==> src/rtl/rf_writeback.sv <==
// Register-file write-port merger: pipeline retire path (priority) plus a buffered long-latency path.
// Optional macro RF_WB_STATS_EN adds the stall_cycles and lu_drops statistics ports.
module rf_writeback #(
    parameter int XLEN       = 32,
    parameter int DEPTH      = 4,
    parameter int STARVE_MAX = 8
) (
    input  logic            ACLK,
    input  logic            ARESETn,
    input  logic            pipe_valid,
    input  logic [4:0]      pipe_rd,
    input  logic [XLEN-1:0] pipe_data,
    input  logic            lu_valid,
    output logic            lu_ready,
    input  logic [4:0]      lu_rd,
    input  logic [XLEN-1:0] lu_data,
    input  logic [4:0]      q_idx,
    output logic            q_pending,
    output logic            stall_o,
    output logic            wen,
    output logic [4:0]      rd_idx,
    output logic [XLEN-1:0] rd_wdata
`ifdef RF_WB_STATS_EN
    ,
    output logic [31:0]     stall_cycles,
    output logic [15:0]     lu_drops
`endif
);
    localparam int AW = $clog2(DEPTH);
    localparam int CW = $clog2(STARVE_MAX + 1);
    localparam int EW = XLEN + 5;

    logic [EW-1:0]   mem_q [DEPTH];
    logic [AW:0]     wrPtr_q;
    logic [AW:0]     rdPtr_q;
    logic [AW:0]     fifoUsed;
    logic [AW-1:0]   slotOff;
    logic [CW-1:0]   starveCnt_q;
    logic [CW-1:0]   starveCnt_d;
    logic            stall_q;
    logic            stall_d;
    logic            wen_q;
    logic [4:0]      rdIdx_q;
    logic [XLEN-1:0] rdWdata_q;
    logic            fifoEmpty;
    logic            fifoFull;
    logic            push;
    logic            pipeReq;
    logic            grantFifo;
    logic            grantPipe;
    logic [EW-1:0]   headEntry;

    assign fifoEmpty = (wrPtr_q == rdPtr_q);
    assign fifoFull  = (wrPtr_q[AW] != rdPtr_q[AW]) && (wrPtr_q[AW-1:0] == rdPtr_q[AW-1:0]);
    assign fifoUsed  = wrPtr_q - rdPtr_q;
    assign headEntry = mem_q[rdPtr_q[AW-1:0]];

    assign lu_ready  = !fifoFull;
    assign push      = lu_valid && !fifoFull && (lu_rd != 5'd0);
    assign pipeReq   = pipe_valid && (pipe_rd != 5'd0) && !stall_q;

    // While stalled pipeReq is forced low, so the FIFO head wins whenever the pipe is quiet.
    assign grantPipe = pipeReq;
    assign grantFifo = !fifoEmpty && !pipeReq;

    always_comb begin
        starveCnt_d = starveCnt_q;
        if (fifoEmpty || grantFifo) begin
            starveCnt_d = '0;
        end else if (starveCnt_q != CW'(STARVE_MAX)) begin
            starveCnt_d = starveCnt_q + CW'(1);
        end
        stall_d = stall_q;
        if (stall_q && grantFifo) begin
            stall_d = 1'b0;
        end else if (starveCnt_d == CW'(STARVE_MAX)) begin
            stall_d = 1'b1;
        end
    end

    // A slot is live when its distance from the read pointer is below the occupancy.
    always_comb begin
        q_pending = 1'b0;
        slotOff   = '0;
        for (int k = 0; k < DEPTH; k++) begin
            slotOff = AW'(k) - rdPtr_q[AW-1:0];
            if (({1'b0, slotOff} < fifoUsed) && (mem_q[k][EW-1:XLEN] == q_idx) && (q_idx != 5'd0)) begin
                q_pending = 1'b1;
            end
        end
    end

    always_ff @(posedge ACLK or negedge ARESETn) begin
        if (!ARESETn) begin
            wrPtr_q     <= '0;
            rdPtr_q     <= '0;
            starveCnt_q <= '0;
            stall_q     <= 1'b0;
            wen_q       <= 1'b0;
            rdIdx_q     <= '0;
            rdWdata_q   <= '0;
        end else begin
            if (push) begin
                wrPtr_q <= wrPtr_q + (AW+1)'(1);
            end
            if (grantFifo) begin
                rdPtr_q <= rdPtr_q + (AW+1)'(1);
            end
            starveCnt_q <= starveCnt_d;
            stall_q     <= stall_d;
            wen_q       <= grantFifo || grantPipe;
            if (grantPipe) begin
                rdIdx_q   <= pipe_rd;
                rdWdata_q <= pipe_data;
            end else if (grantFifo) begin
                rdIdx_q   <= headEntry[EW-1:XLEN];
                rdWdata_q <= headEntry[XLEN-1:0];
            end
        end
    end

    always_ff @(posedge ACLK) begin
        if (push) begin
            mem_q[wrPtr_q[AW-1:0]] <= {lu_rd, lu_data};
        end
    end

    assign stall_o  = stall_q;
    assign wen      = wen_q;
    assign rd_idx   = rdIdx_q;
    assign rd_wdata = rdWdata_q;

`ifdef RF_WB_STATS_EN
    logic [31:0] stallCycles_q;
    logic [15:0] luDrops_q;

    always_ff @(posedge ACLK or negedge ARESETn) begin
        if (!ARESETn) begin
            stallCycles_q <= '0;
            luDrops_q     <= '0;
        end else begin
            if (stall_q) begin
                stallCycles_q <= stallCycles_q + 32'd1;
            end
            if (lu_valid && !fifoFull && (lu_rd == 5'd0) && (luDrops_q != 16'hFFFF)) begin
                luDrops_q <= luDrops_q + 16'd1;
            end
        end
    end

    assign stall_cycles = stallCycles_q;
    assign lu_drops     = luDrops_q;
`endif

endmodule
==> config.mk <==
export PLATFORM = sky130hd
export DESIGN_NAME = rf_writeback
export DESIGN_NICKNAME = d
export VERILOG_FILES = /design/src/rtl/rf_writeback.sv
export SDC_FILE = /design/constraint.sdc
export NUM_CORES = 1
export LEC_CHECK = 0
export ABC_AREA = 1
export CAP_MARGIN = 20
export CORE_MARGIN = 2
export CORE_UTILIZATION = 57
export CTS_CLUSTER_DIAMETER = 150
export DETAILED_ROUTE_END_ITERATION = 10
export DONT_BUFFER_PORTS = 1
export PLACE_DENSITY_LB_ADDON = 0.12
export SYNTH_ARGS = -nofsm -noshare
export SYNTH_HDL_FRONTEND = slang
export SYNTH_SLANG_ARGS = --single-unit
export TNS_END_PERCENT = 100
==> constraint.sdc <==
create_clock -name ACLK -period 4.57 [get_ports ACLK]
set_clock_uncertainty 0.05 [all_clocks]
set_input_delay 0.457 -clock ACLK [delete_from_list [all_inputs] [get_ports ACLK]]
set_output_delay 0.457 -clock ACLK [all_outputs]
set_load 0.02 [all_outputs]
==> results.rst <==
.. list-table::
   :header-rows: 1

   * - Metric
     - Value
   * - Status
     - finished clean
   * - Total wire length after detailed routing
     - 17880 um
   * - CTS tree
     - yes
   * - Final weighted congestion of routability-driven global placement
     - 0.8572
   * - Peak fanout along the critical path
     - 32
   * - Launching element type of the critical path
     - register
   * - Post-detailed-placement half-perimeter wirelength
     - 11610 um
   * - Post-synth top area share
     - 0.5345
   * - Post-Syn Nets
     - 828
   * - Root buf cell
     - clkbuf_16
   * - Post-synth EDFFs
     - 148
   * - Layout overhead on the synthesized area
     - 8.397%
   * - Antenna violations before repair
     - 0
   * - Detail Route Antenna Nets
     - 0
   * - Wire length of the first global-routing pass
     - 28170 um
   * - Yosys cell types
     - 32
   * - Vias per cell
     - 5.775
   * - Final setup violating endpoints
     - 0
   * - RSZ-0062 raised after global routing
     - false
   * - Synthesized-area fraction occupied by ao, oa, aoi and oai cells
     - 0.09165
   * - Post-synthesis share of cell area spent on full adders, half adders and majority gates
     - 0.02498
   * - Critical Path Source
     - rdPtr_q[1]$_DFFE_PN0N_
   * - Kind of cell adding the most delay to the critical path
     - adder cells
   * - Capturing point of the worst reg2reg path
     - mem_q[3][24]$_DFFE_PP_
   * - Number of pins with negative max-slew slack in the final report
     - 0
   * - Transition time at the pin with the least slew margin
     - 770.4 ps
   * - Met2 Resource Use GR
     - 0.3790
   * - Total number of placement rows
     - 44
   * - Io pins
     - 124
   * - Via count of the first global-routing pass
     - 5249
   * - FF-to-FF Start
     - rdPtr_q[1]$_DFFE_PN0N_
   * - Layer with the highest usage after global routing
     - met2
   * - Core region area
     - 14370 sq um
   * - Post-synthesis share of cell area spent on xor and xnor gates
     - 0.02528
   * - CP Capture Type
     - primary output
   * - Met1 Usage GRT
     - 0.3031
   * - Levels on crit path
     - 13
   * - Final hold violation count
     - 0
   * - Fraction of registers with async set or reset after synthesis
     - 0.2487
   * - Commonest cells in the synthesized netlist
     - 148 x edfxtp_1, 125 x nand2_1, 118 x nor2_1
   * - Met3 usage
     - 0.06443
   * - Final core utilization
     - 0.6272
   * - Max transition margin
     - 0.4864
   * - Buffers & Inverters on Critical Path
     - 5
   * - Dominant synthesized flop cell
     - edfxtp_1
   * - Synth Area in Simple Gates
     - 0.1359
   * - Accumulated negative setup slack
     - 0 ps
   * - Max cap viols
     - 0
   * - Critical path arrival
     - 2920 ps
   * - Path class of the lowest-slack min-delay path
     - in -> reg
   * - Count of clock tree sinks
     - 197
   * - Width of the chip
     - 124.8 um
   * - Post-CTS setup repair buffer count
     - 0
   * - Grt ovf
     - 0
   * - Cell count after synthesis
     - 729
   * - Largest net degree at the start of global routing
     - 77
   * - Register-to-Register Setup Slack
     - 1530 ps
   * - Initial Util
     - 0.5786
   * - Dominant cell type by area after synthesis
     - edfxtp_1
   * - Post-synthesis mux area share
     - 0
   * - Seq/Total Area, Yosys
     - 0.6820
   * - Worst setup path end
     - q_pending
   * - Number of nets in the layout
     - 823
   * - TritonCTS Buffers
     - 17
   * - Type of the worst setup path
     - reg -> out
   * - Flops & latches, synth
     - 197
   * - Power density normalized to cell area
     - 684.6 nW/um^2
   * - CP max-delay cell
     - fa_1
   * - Data required time of the critical path
     - 4060 ps
   * - Post-route worst setup slack
     - 1143 ps
   * - Post-layout min period
     - 3427 ps
   * - Main combinational cell family by area after synthesis
     - simple AND/OR/NAND/NOR gates
   * - Share of layout cells above drive strength 1
     - 0.07191
   * - Per-cell routed wire length
     - 19.42 um
   * - CP dominant cell by count
     - inv_1
   * - Critical Path, Cell by Cell
     - buf_4 > inv_1 > fa_1 > inv_1 > ha_1 > inv_1 > o21bai_1 > nand3_1 > nand3_1 > nand2_1 > nor2_1 > nor2_1 > buf_4
   * - Clock input transition at the sequential cells of the worst setup and hold paths
     - 70 ps
   * - Maximum clock path buffer count
     - 2
   * - Global-route total usage across every layer
     - 0.2344
   * - R2r worst-path depth
     - 7
   * - Buffers on Ports
     - 0
   * - Peak supply drop
     - 0.3583 mV
   * - Die Height
     - 124.8 um
   * - H-tree depth
     - 4
   * - Highest Clock Rate
     - 291.8 MHz
   * - Remaining routing DRC violations
     - 0
   * - Hold WS
     - 72.02 ps
   * - Yosys warns
     - 0
   * - Antenna diode count
     - 0
   * - Detailed-routing iteration count for the pre-antenna-repair pass
     - 5
   * - Leak
     - 0.003395 uW
   * - Ranking of synthesized cells by area
     - edfxtp_1 53%, dfrtp_1 15%, nand2_1 5.6%
   * - Avg Inst Size Synth
     - 11.40 sq um
   * - Setup slack after placement
     - 1494 ps
   * - Count of vias placed by the detailed router
     - 5319
   * - Final worst path period share
     - 0.7498
   * - Synthesized cell area
     - 8314 sq um
   * - Violation count after the first detailed-route iteration
     - 445
   * - Crit path largest cell delay
     - 520 ps
   * - Clock latency on the worst-skew pair
     - 430 ps
   * - Area enclosed by the die boundary
     - 15570 sq um
   * - Most instantiated library cell after synthesis
     - edfxtp_1
==> state kept, by name (all words and copies together), names as in the netlist <==
| name | cells |
|---|---|
| rdPtr_q | 3 |
| wrPtr_q | 3 |
| stall_o | 1 |
| wen | 1 |
| rd_wdata | 32 |
| starveCnt_q | 4 |
| mem_q | 148 |
| rd_idx | 5 |
==> layer usage <==
metal | up-vias | share of wire
met4 | 0 | 0.025
met3 | 29 | 0.066
met1 | 2594 | 0.43
met5 | - | 0
met2 | 185 | 0.48
li1 | 2511 | -
==> cells by family (layout without fill, tap and decap cells) <==
| logic type | count (synthesis) | count (layout) |
|---|---|---|
| xor+xnor | 24 | 24 |
| fa+ha+maj | 16 | 16 |
| compound gates | 139 | 139 |
| buf+inv | 70 | 78 |
| flops | 197 | 197 |
| simple gates | 283 | 283 |
==> repair_timing <==
action,CTS,global route
gates resized for setup,0,0
hold buffers,2,0
hold endpoints to repair,49,0
==> worst min path at each step <==
| stage | cells after the start | end | slack, ps | from |
|---|---|---|---|---|
| final | 0 | mem_q[1][18]$_DFFE_PP_ | 70 | lu_data[18] |
| after global routing | 0 | mem_q[0][20]$_DFFE_PP_ | 50 | lu_data[20] |
| after CTS | 0 | mem_q[0][10]$_DFFE_PP_ | 50 | lu_data[10] |
| after detailed placement | 0 | starveCnt_q[2]$_DFF_PN0_ | 110 | ARESETn |
| after global placement | 0 | starveCnt_q[2]$_DFF_PN0_ | 110 | ARESETn |
| after floorplan | 0 | rdPtr_q[0]$_DFFE_PN0N_ | 110 | ARESETn |
==> where the power goes <==
group	internal [uW]	switching, uW
Combinational	618	1340
Sequential	2460	438
Clock	703	615
Total	3780	2390
==> cells in the final DEF, fill, tap and decap left out, types with 11 or more instances in the layout <==
cell type  netlist  layout
a21oi_1         11      11
a31oi_1         18      18
buf_4            7      15
clkbuf_16        0      17
dfrtp_1         49      48
edfxtp_1       148     148
ha_1            15      15
inv_1           25      25
nand2_1        125     125
nand3_1         31      31
nor2_1         118     114
o21ai_0         79      79
o22ai_1         25      25
xor2_1          17      17
==> stage by stage <==
stage	std cells	instance area (sq um)	power [uW]
2_1_floorplan	729	8314	4335
3_3_place_gp	887	8463	4780
3_5_place_dp	887	8463	4872
4_1_cts	921	9012	6201
5_1_grt	921	9012	6538
6_report	921	9012	6170
==> layout make-up <==
| type | instances | area [sq um] |
|---|---|---|
| Clock inverter | 10 | 57.56 |
| Sequential cell | 197 | 5672 |
| Clock buffer | 22 | 454.2 |
| Tap cell | 184 | 230.2 |
| Timing Repair Buffer | 17 | 150.1 |
| Fill cell | 1126 | 5356 |
| Multi-Input combinational cell | 462 | 2340 |
| Inverter | 29 | 108.9 |
No activity file was read; power rests on OpenSTA's default activity.
